File: config.mk
export PLATFORM = sky130hd
export DESIGN_NAME = sync_fifo_buffer_flat
export DESIGN_NICKNAME = d
export VERILOG_FILES = /design/src/rtl/sync_fifo_buffer_pkg.sv /design/src/rtl/sync_fifo_buffer_if.sv /design/src/rtl/sync_fifo_buffer_mem_ram.sv /design/src/rtl/sync_fifo_buffer.sv /design/src/flat_wrapper.sv
export SDC_FILE = /design/constraint.sdc
export NUM_CORES = 1
export LEC_CHECK = 0
export BUFFER_PORTS_ARGS = -buffer_cell sky130_fd_sc_hd__buf_2
export CORE_UTILIZATION = 45
export DETAILED_ROUTE_END_ITERATION = 8
export SLEW_MARGIN = 20
export SYNTH_ARGS = -nofsm -noshare
export SYNTH_HDL_FRONTEND = slang
export SYNTH_SLANG_ARGS = --single-unit
File: constraint.sdc
create_clock -name i_clk -period 8.7 [get_ports i_clk]
set_input_delay 1.74 -clock i_clk [delete_from_list [all_inputs] [get_ports i_clk]]
set_output_delay 1.74 -clock i_clk [all_outputs]
set_load 0.05 [all_outputs]
File: src/rtl/sync_fifo_buffer_pkg.sv
// Shared constants and default-sized types for the single-clock FIFO.
// Modules with non-default parameters size their own signals from PTR_WIDTH.
package sync_fifo_buffer_pkg;

    localparam int FIFO_STD  = 0;
    localparam int FIFO_FWFT = 1;

    localparam int DEF_DEPTH      = 16;
    localparam int DEF_DATA_WIDTH = 8;
    localparam int DEF_PTR_WIDTH  = $clog2(DEF_DEPTH);

    typedef logic [DEF_PTR_WIDTH:0]    ptr_t;
    typedef logic [DEF_PTR_WIDTH:0]    count_t;
    typedef logic [DEF_DATA_WIDTH-1:0] data_t;

endpackage

File: src/rtl/sync_fifo_buffer_if.sv
// Producer/consumer-side bundle of the FIFO.
// The master modport drives requests; the slave modport is the FIFO itself.
interface sync_fifo_buffer_if
    import sync_fifo_buffer_pkg::*;
#(
    parameter int DATA_WIDTH = DEF_DATA_WIDTH,
    parameter int PTR_WIDTH  = DEF_PTR_WIDTH
);
    logic                  i_we;
    logic [DATA_WIDTH-1:0] i_data_in;
    logic                  i_re;
    logic                  i_err_clr;
    logic [DATA_WIDTH-1:0] o_data_out;
    logic                  o_full;
    logic                  o_empty;
    logic                  o_almost_full;
    logic                  o_almost_empty;
    logic [PTR_WIDTH:0]    o_count;
    logic                  o_overflow;
    logic                  o_underflow;

    modport master (
        output i_we, i_data_in, i_re, i_err_clr,
        input  o_data_out, o_full, o_empty, o_almost_full, o_almost_empty,
               o_count, o_overflow, o_underflow
    );

    modport slave (
        input  i_we, i_data_in, i_re, i_err_clr,
        output o_data_out, o_full, o_empty, o_almost_full, o_almost_empty,
               o_count, o_overflow, o_underflow
    );
endinterface

File: src/rtl/sync_fifo_buffer_mem_ram.sv
// Simple dual-port storage: unreset array, registered read port with enable.
// The read register is reset so the FIFO output starts at zero.
module sync_fifo_buffer_mem_ram
    import sync_fifo_buffer_pkg::*;
#(
    parameter int DEPTH      = DEF_DEPTH,
    parameter int DATA_WIDTH = DEF_DATA_WIDTH,
    parameter int PTR_WIDTH  = DEF_PTR_WIDTH
) (
    input  logic                  i_clk,
    input  logic                  i_rst,
    input  logic                  i_we,
    input  logic [PTR_WIDTH-1:0]  i_waddr,
    input  logic [DATA_WIDTH-1:0] i_wdata,
    input  logic                  i_re,
    input  logic [PTR_WIDTH-1:0]  i_raddr,
    output logic [DATA_WIDTH-1:0] o_rdata
);

    logic [DATA_WIDTH-1:0] r_mem [DEPTH];
    logic [DATA_WIDTH-1:0] r_rdata;

    always_ff @(posedge i_clk) begin
        if (i_we) begin
            r_mem[i_waddr] <= i_wdata;
        end
    end

    always_ff @(posedge i_clk or posedge i_rst) begin
        if (i_rst) begin
            r_rdata <= '0;
        end else if (i_re) begin
            r_rdata <= r_mem[i_raddr];
        end
    end

    assign o_rdata = r_rdata;

endmodule

File: src/rtl/sync_fifo_buffer.sv
// Single-clock FIFO: pointer/count/flag control around a dual-port RAM, with
// optional first-word-fall-through where the RAM read register holds the head word.
module sync_fifo_buffer
    import sync_fifo_buffer_pkg::*;
#(
    parameter int DEPTH         = DEF_DEPTH,
    parameter int DATA_WIDTH    = DEF_DATA_WIDTH,
    parameter int PTR_WIDTH     = $clog2(DEPTH),
    parameter int FWFT          = FIFO_STD,
    parameter int AFULL_THRESH  = DEPTH - 2,
    parameter int AEMPTY_THRESH = 2
) (
    input  logic               i_clk,
    input  logic               i_rst,
    sync_fifo_buffer_if.slave  bus
);

    localparam logic [PTR_WIDTH:0] C_ONE    = (PTR_WIDTH+1)'(1);
    localparam logic [PTR_WIDTH:0] C_DEPTH  = (PTR_WIDTH+1)'(DEPTH);
    localparam logic [PTR_WIDTH:0] C_AFULL  = (PTR_WIDTH+1)'(AFULL_THRESH);
    localparam logic [PTR_WIDTH:0] C_AEMPTY = (PTR_WIDTH+1)'(AEMPTY_THRESH);

    logic [PTR_WIDTH:0]    r_wptr;
    logic [PTR_WIDTH:0]    r_rptr;
    logic [PTR_WIDTH:0]    r_count;
    logic                  r_valid;
    logic                  r_overflow;
    logic                  r_underflow;

    logic                  w_mem_empty;
    logic                  w_ptr_full;
    logic                  w_full;
    logic                  w_empty;
    logic                  w_wr_acc;
    logic                  w_rd_acc;
    logic                  w_mem_rd;
    logic [DATA_WIDTH-1:0] w_rdata;

    always_comb begin
        w_mem_empty = (r_wptr == r_rptr);
        w_ptr_full  = (r_wptr[PTR_WIDTH] != r_rptr[PTR_WIDTH]) &&
                      (r_wptr[PTR_WIDTH-1:0] == r_rptr[PTR_WIDTH-1:0]);
        // In FWFT mode one word may sit in the output register, so capacity
        // is judged on the total count rather than on the RAM pointers alone.
        if (FWFT == FIFO_FWFT) begin
            w_full  = (r_count == C_DEPTH);
            w_empty = !r_valid;
        end else begin
            w_full  = w_ptr_full;
            w_empty = (r_count == '0);
        end
        w_wr_acc = bus.i_we && !w_full;
        w_rd_acc = bus.i_re && !w_empty;
        if (FWFT == FIFO_FWFT) begin
            w_mem_rd = !w_mem_empty && (!r_valid || w_rd_acc);
        end else begin
            w_mem_rd = w_rd_acc;
        end
    end

    always_ff @(posedge i_clk or posedge i_rst) begin
        if (i_rst) begin
            r_wptr      <= '0;
            r_rptr      <= '0;
            r_count     <= '0;
            r_valid     <= 1'b0;
            r_overflow  <= 1'b0;
            r_underflow <= 1'b0;
        end else begin
            if (w_wr_acc) begin
                r_wptr <= r_wptr + C_ONE;
            end
            if (w_mem_rd) begin
                r_rptr <= r_rptr + C_ONE;
            end
            case ({w_wr_acc, w_rd_acc})
                2'b10:   r_count <= r_count + C_ONE;
                2'b01:   r_count <= r_count - C_ONE;
                default: r_count <= r_count;
            endcase
            if (w_mem_rd) begin
                r_valid <= 1'b1;
            end else if (w_rd_acc) begin
                r_valid <= 1'b0;
            end
            // A new error in the same cycle wins over the clear.
            if (bus.i_we && w_full) begin
                r_overflow <= 1'b1;
            end else if (bus.i_err_clr) begin
                r_overflow <= 1'b0;
            end
            if (bus.i_re && w_empty) begin
                r_underflow <= 1'b1;
            end else if (bus.i_err_clr) begin
                r_underflow <= 1'b0;
            end
        end
    end

    sync_fifo_buffer_mem_ram #(
        .DEPTH      (DEPTH),
        .DATA_WIDTH (DATA_WIDTH),
        .PTR_WIDTH  (PTR_WIDTH)
    ) u_mem (
        .i_clk   (i_clk),
        .i_rst   (i_rst),
        .i_we    (w_wr_acc),
        .i_waddr (r_wptr[PTR_WIDTH-1:0]),
        .i_wdata (bus.i_data_in),
        .i_re    (w_mem_rd),
        .i_raddr (r_rptr[PTR_WIDTH-1:0]),
        .o_rdata (w_rdata)
    );

    assign bus.o_data_out     = w_rdata;
    assign bus.o_full         = w_full;
    assign bus.o_empty        = w_empty;
    assign bus.o_almost_full  = (r_count >= C_AFULL);
    assign bus.o_almost_empty = (r_count <= C_AEMPTY);
    assign bus.o_count        = r_count;
    assign bus.o_overflow     = r_overflow;
    assign bus.o_underflow    = r_underflow;

endmodule
File: src/flat_wrapper.sv
// flat-port wrapper written by rule: the top's interface ports become plain ports
module sync_fifo_buffer_flat import sync_fifo_buffer_pkg::*;
#(
    parameter int DEPTH         = DEF_DEPTH,
    parameter int DATA_WIDTH    = DEF_DATA_WIDTH,
    parameter int PTR_WIDTH     = $clog2(DEPTH),
    parameter int FWFT          = FIFO_STD,
    parameter int AFULL_THRESH  = DEPTH - 2,
    parameter int AEMPTY_THRESH = 2
)
  (i_clk, i_rst, bus_i_we, bus_i_data_in, bus_i_re, bus_i_err_clr, bus_o_data_out, bus_o_full, bus_o_empty, bus_o_almost_full, bus_o_almost_empty, bus_o_count, bus_o_overflow, bus_o_underflow);
  sync_fifo_buffer_if #(.DATA_WIDTH(DATA_WIDTH), .PTR_WIDTH(PTR_WIDTH)) bus_i ();
  input  logic i_clk;
  input  logic i_rst;
  input wire logic [$bits(bus_i.i_we)-1:0] bus_i_we;
  input wire logic [$bits(bus_i.i_data_in)-1:0] bus_i_data_in;
  input wire logic [$bits(bus_i.i_re)-1:0] bus_i_re;
  input wire logic [$bits(bus_i.i_err_clr)-1:0] bus_i_err_clr;
  output wire logic [$bits(bus_i.o_data_out)-1:0] bus_o_data_out;
  output wire logic [$bits(bus_i.o_full)-1:0] bus_o_full;
  output wire logic [$bits(bus_i.o_empty)-1:0] bus_o_empty;
  output wire logic [$bits(bus_i.o_almost_full)-1:0] bus_o_almost_full;
  output wire logic [$bits(bus_i.o_almost_empty)-1:0] bus_o_almost_empty;
  output wire logic [$bits(bus_i.o_count)-1:0] bus_o_count;
  output wire logic [$bits(bus_i.o_overflow)-1:0] bus_o_overflow;
  output wire logic [$bits(bus_i.o_underflow)-1:0] bus_o_underflow;
  assign bus_i.i_we = bus_i_we;
  assign bus_i.i_data_in = bus_i_data_in;
  assign bus_i.i_re = bus_i_re;
  assign bus_i.i_err_clr = bus_i_err_clr;
  assign bus_o_data_out = bus_i.o_data_out;
  assign bus_o_full = bus_i.o_full;
  assign bus_o_empty = bus_i.o_empty;
  assign bus_o_almost_full = bus_i.o_almost_full;
  assign bus_o_almost_empty = bus_i.o_almost_empty;
  assign bus_o_count = bus_i.o_count;
  assign bus_o_overflow = bus_i.o_overflow;
  assign bus_o_underflow = bus_i.o_underflow;
  sync_fifo_buffer #(.DEPTH(DEPTH), .DATA_WIDTH(DATA_WIDTH), .PTR_WIDTH(PTR_WIDTH), .FWFT(FWFT), .AFULL_THRESH(AFULL_THRESH), .AEMPTY_THRESH(AEMPTY_THRESH)) u_core (.i_clk(i_clk), .i_rst(i_rst), .bus(bus_i));
endmodule
-- Yosys cells after proc, flatten, opt, wreduce, memory -nomap -nowiden
Memories as Yosys holds them, arrays and structs flattened. A register that Yosys moved wholly into a read port is not among the register bits.
Cells that the tools add are included.
- bits in registers: 17
- RAM bits: 128
- output and inout bits: 19
- word-level logic and storage cells: 33
- memories: 1
- add/subtract/negate cells: 4
- $lt $le $gt $ge: 2
- eq/ne operators: 4
- mux-type cells: 6
- reductions and logical operators: 11
- memory list (name ; depth ; width ; read ports ; clocked after memory_dff ; write ports ; line ; RTL):
    u_core.u_mem.r_mem ; 16 ; 8 ; 1 ; 1 ; 1 ; sync_fifo_buffer_mem_ram.sv:20 ; logic [DATA_WIDTH-1:0] r_mem [DEPTH];
- operators by type and width (kind ; count):
    $add A5 B1 Y5 const B ; 3
    $pmux W5 S2 ; 1
    $reduce_bool A2 Y1 ; 3
    $ge A5 B4 Y1 const B ; 1
    $le A5 B2 Y1 const B ; 1
    $logic_and A1 B1 Y1 ; 5
    $logic_not A5 Y1 ; 1
    $mux W1 ; 5
    $sub A5 B1 Y5 const B ; 1
    $eq A4 B4 Y1 ; 1
    $eq A2 B1 Y1 const B ; 1
    $eq A2 B2 Y1 const B ; 1
    $logic_not A1 Y1 ; 2
    $ne A1 B1 Y1 ; 1

-- Logic depth before layout (Yosys ltp)
- word-level depth: 6
- depth in mapped cells: 14
- mapped depth without buffers: 12

-- Cells and area by module
Synthesis repeated with hierarchy kept, for this count alone.
- cells, all modules: 326
- area total of the unflattened synthesis: 6283.5 um^2
- modules (own cells, without submodules) (module ; instances ; cells an instance ; area an instance (um^2) ; seq. area each (um^2)):
    sync_fifo_buffer_mem_ram ; 1 ; 241 ; 5335.1 ; 4043.9
    sync_fifo_buffer ; 1 ; 85 ; 948.4 ; 425.4

-- Least setup slack after synthesis
Ideal clock, no wire load.
- path kind: input to register
- from: input port bus_i_re
- to: register u_core.r_count[4], in the netlist u_core.bus.o_count[4]
- setup time: 0.142 ns
- arrival: 3.812 ns
- data required time: 8.558 ns
- setup slack: 4.746 ns
- cell stages on the path: 10
- path buffers: 1
- cell sequence: nor2b_1 -> clkbuf_1 -> ha_1 -> inv_1 -> fa_1 -> nor2b_1 -> o21ai_0 -> nand3_1 -> or3b_2 -> xnor2_1
- word-level cells in the longest chain between the ends: 3
- ends and longest elaborated chain (what ; line ; RTL):
    start: declaration ; flat_wrapper.sv:17 ; input wire logic [$bits(bus_i.i_re)-1:0] bus_i_re;
    $logic_and A1 B1 Y1 (*) ; sync_fifo_buffer.sv:53 ; w_rd_acc = bus.i_re && !w_empty;
    net u_core.u_mem.i_re ; sync_fifo_buffer_mem_ram.sv:15 ; input logic i_re,
    $eq A2 B1 Y1 or $eq A2 B2 Y1 (tied branches) ; sync_fifo_buffer.sv:76 ; case ({w_wr_acc, w_rd_acc})
    $pmux W5 S2 or $reduce_bool A2 Y1 (tied branches) ; - ;
    end signal: assignment ; sync_fifo_buffer.sv:77 ; 2'b10: r_count <= r_count + C_ONE;
    end signal: assignment ; sync_fifo_buffer.sv:78 ; 2'b01: r_count <= r_count - C_ONE;
    end signal: assignment ; sync_fifo_buffer.sv:79 ; default: r_count <= r_count;
    end: declaration ; sync_fifo_buffer.sv:25 ; logic [PTR_WIDTH:0] r_count;
The timed path passes the listed nets; every way through them passes the cells marked *.
A chain may end at the register's enable or synchronous reset.

-- Worst setup path in the final report
- from: input port bus_i_we
- to: register u_core.r_count[4], in the netlist u_core.bus.o_count[4]
- word-level cells in the longest chain between the ends: 3
- ends and longest elaborated chain (what ; line ; RTL):
    start: declaration ; flat_wrapper.sv:15 ; input wire logic [$bits(bus_i.i_we)-1:0] bus_i_we;
    $logic_and A1 B1 Y1 (*) ; sync_fifo_buffer.sv:52 ; w_wr_acc = bus.i_we && !w_full;
    $eq A2 B1 Y1 or $eq A2 B2 Y1 (tied branches) ; sync_fifo_buffer.sv:76 ;
    $pmux W5 S2 or $reduce_bool A2 Y1 (tied branches) ; - ;
Mark *: on every way between the ends. The rest lies on a longest branch, timed or not.

==> flow_summary.toml <==
[sta]
hold_viol = 0
skew_ns = 0.00773
slew_headroom = 0.356
fmax_mhz = 256
layout_min_cycle_time_ns = 3.90
rsz0062_at_grt = "false"
fin_setup_tns_ns = 0
drv_slew = 0
hold_slack_ns = 0.499
layout_setup_ws_ns = 4.80
tightest_slew_ns = 0.960
setup_viol = 0
fin_crit_sh = 0.449

[hold_path]
hold_path_class = "reg2reg"

[finish]
n_antenna_cell = 0
drive_above_1_share = 0.165
fillers = 1139
syn_to_final_growth_pct = 13.2
multi_input_area_um2 = 1680
fin_area_um2 = 7150
seq_area_um2 = 4470
final_nets = 446

[routing]
drcViolationCount = 0
ant_nets = 0
drt-initial-drc-count = 214
routed_wirelength_mm = 12.5
wire_per_inst_um = 20.4
vias = 3321
first_pass_iters = 4
via_per_inst = 5.43

[cts]
hold_buffers = 0
cts_inserted_buffers = 17
clock_sinks = 153
post_cts_buffers = 0
clockRootBuffer = "clkbuf_16"
cts_max_path_buffers = 2
h-tree-depth = 4
clkTransAtPathRegs_ns = 0.06
ctsResizeCount = 0
clock_latency_ns = 0.42
cts_tree = "built"

[setup_path]
cp.arrival_ns = 4.21
slowest_stage = "a21boi_2"
crit_required_ns = 9.01
critPathKind = "in2reg"
endpoint_kind = "flop"
cp_max_fo = 21
critPathMaxStageDelay_ns = 0.60
startpoint_type = "input port"
reg2reg_setup_slack_ns = 5.15
worstPathCellList = "buf_2, a21boi_2, inv_1, ha_1, ha_1, nor2b_1, o21ai_0, a21oi_1, or3b_2, xnor2_1"
cp_common_cell = "ha_1"

[die]
rows = 42
die_w_um = 120
ioPinCount = 32
chipHeight_um = 120
core_area_um2 = 13500
die_area_um2 = 14500
start_util = 0.469

[global_routing]
grt_pass1_vias = 3328
grt-ovfl-total = 0
grt_max_degree = 41
grt_pass1_wl_mm = 19.4
antenna_found_initial = 0
grt_usage = 0.189

[placement]
hpwl_mm = 7.72
place_area_um2 = 6590
post-place-ws_ns = 3.97
port-buffer-count = 31
gp_congestion = 0.754

[logic_synthesis]
yosysWarnings = 0
ys.flop_type = "edfxtp_1"
synth-seq-cells = 153
netlist_area_um2 = 6310
synthArstFlopShare = 0.163
synth_edf_count = 128
syn-num-nets = 414
synth_cells = 391
ys_seq_area_frac = 0.708
synth.distinct_cells = 39
syn_area_per_cell_um2 = 16.1

[power_and_ir_drop]
vdd_drop_max_mv = 0.170
leakagePower_nw = 2.62
power_density_nw_per_um2 = 352

[run_status]
status = "completed"

[run]
drv_cap = 0
Yosys cell counts (2+ instances only):
cell type | n | area share
a2111oi_1 | 8 | 0.013
a211oi_1 | 8 | 0.0095
a21oi_1 | 11 | 0.0087
and2_1 | 3 | 0.0030
and3_1 | 15 | 0.015
buf_1 | 2 | 0.0012
buf_2 | 6 | 0.0048
buf_4 | 5 | 0.0059
buf_6 | 3 | 0.0054
clkbuf_1 | 5 | 0.0030
dfrtp_1 | 25 | 0.099
edfxtp_1 | 128 | 0.61
ha_1 | 9 | 0.018
inv_1 | 10 | 0.0059
mux2i_1 | 41 | 0.065
mux4_1 | 7 | 0.029
nand2_1 | 7 | 0.0042
nand3_1 | 3 | 0.0024
nand3b_1 | 2 | 0.0024
nand4_1 | 2 | 0.0020
nor2_1 | 18 | 0.011
nor2b_1 | 12 | 0.012
nor3_1 | 10 | 0.0079
o21ai_0 | 6 | 0.0048
o22ai_1 | 16 | 0.016
xnor2_1 | 9 | 0.012
xor2_1 | 8 | 0.011
worst max-delay path: cells and delay by family:
| family | cells | cell delay (ns) |
|---|---|---|
| AO/OA/AOI/OAI | 3 | 0.91 |
| adder cells (fa/ha/maj) | 2 | 0.62 |
| AND/OR/NAND/NOR | 2 | 0.59 |
| buffers and inverters | 2 | 0.23 |
| XOR/XNOR | 1 | 0.13 |
through the flow:
stage,util,total power [mW],std cells
floorplan,-,1.65,391
global placement,0.489,1.84,580
detailed placement,0.489,1.85,580
CTS,0.531,2.54,612
global route,0.531,2.64,612
finish,0.531,2.52,612
per-layer routing:
metal | vias to the layer above | track usage | routed length (µm)
li1 | 1569 | - | -
met1 | 1669 | 0.248 | 5650
met2 | 65 | 0.299 | 6030
met3 | 18 | 0.0434 | 532
met4 | 0 | 0.0918 | 286
met5 | - | 0 | 0
final cells by class:
type / instances / area share
Clock inverter: 15 / 0.0177
Clock buffer: 17 / 0.0595
Timing Repair Buffer: 35 / 0.0259
Inverter: 10 / 0.00525
Sequential cell: 153 / 0.625
Tap cell: 176 / 0.0308
Multi-Input combinational cell: 206 / 0.235
cell families (layout without fill, tap and decap cells):
| logic type | Yosys count | in the layout | share of synthesized area |
|---|---|---|---|
| compound gates | 52 | 52 | 0.0553 |
| xor+xnor | 17 | 17 | 0.0236 |
| fa+ha+maj | 10 | 10 | 0.0210 |
| buf+inv | 32 | 77 | 0.0270 |
| flops | 153 | 153 | 0.708 |
| mux | 50 | 50 | 0.0995 |
| simple gates | 77 | 77 | 0.0656 |
worst paths after layout:
kind / startpoint / depth (start not counted) / to
min in group asynchronous: i_rst / 2 / u_core.r_rptr[2]
max in group asynchronous: i_rst / 2 / u_core.r_wptr[1]
worst max register to register: u_core.r_rptr[3] / 11 / u_core.bus.o_count[4]
worst min-delay path: u_core.r_wptr[4] / 1 / u_core.r_wptr[4]
worst min register to register: u_core.r_wptr[4] / 1 / u_core.r_wptr[4]
worst max-delay path: bus_i_we / 10 / u_core.bus.o_count[4]
flip-flops by register name, indices dropped and copies added (netlist names):
register                count
u_core.bus.o_underflow      1
u_core.u_mem.r_mem        128
u_core.bus.o_overflow       1
u_core.bus.o_count          5
u_core.r_rptr               5
u_core.u_mem.o_rdata        8
u_core.r_wptr               5
cell usage in the layout, fill, tap and decap left out, types with 3 or more instances in the layout:
cell,netlist,final
and3_1,15,15
nand2_1,7,7
clkbuf_16,0,17
o21ai_0,6,6
inv_6,0,3
xor2_1,8,8
a211oi_1,8,8
nand3_1,3,3
o22ai_1,16,16
clkinvlp_4,0,4
xnor2_1,9,9
and2_1,3,3
mux2i_1,41,41
nor2b_1,12,12
inv_1,10,9
buf_2,6,31
mux4_1,7,7
ha_1,9,9
nor3_1,10,9
a2111oi_1,8,8
clkinv_2,0,3
nor2_1,18,18
a21oi_1,11,11
buf_4,5,4
dfrtp_1,25,25
edfxtp_1,128,128
clkinv_1,0,3
power by group:
part           internal [mW]  switching, mW  leakage [nW]  total, mW
clock network          0.392          0.292         0.261      0.685
logic                  0.290          0.550         0.913      0.840
registers              0.916         0.0767          1.45      0.993
total                   1.60          0.919          2.62       2.52
Note: power is estimated with default switching activity, not from simulation.
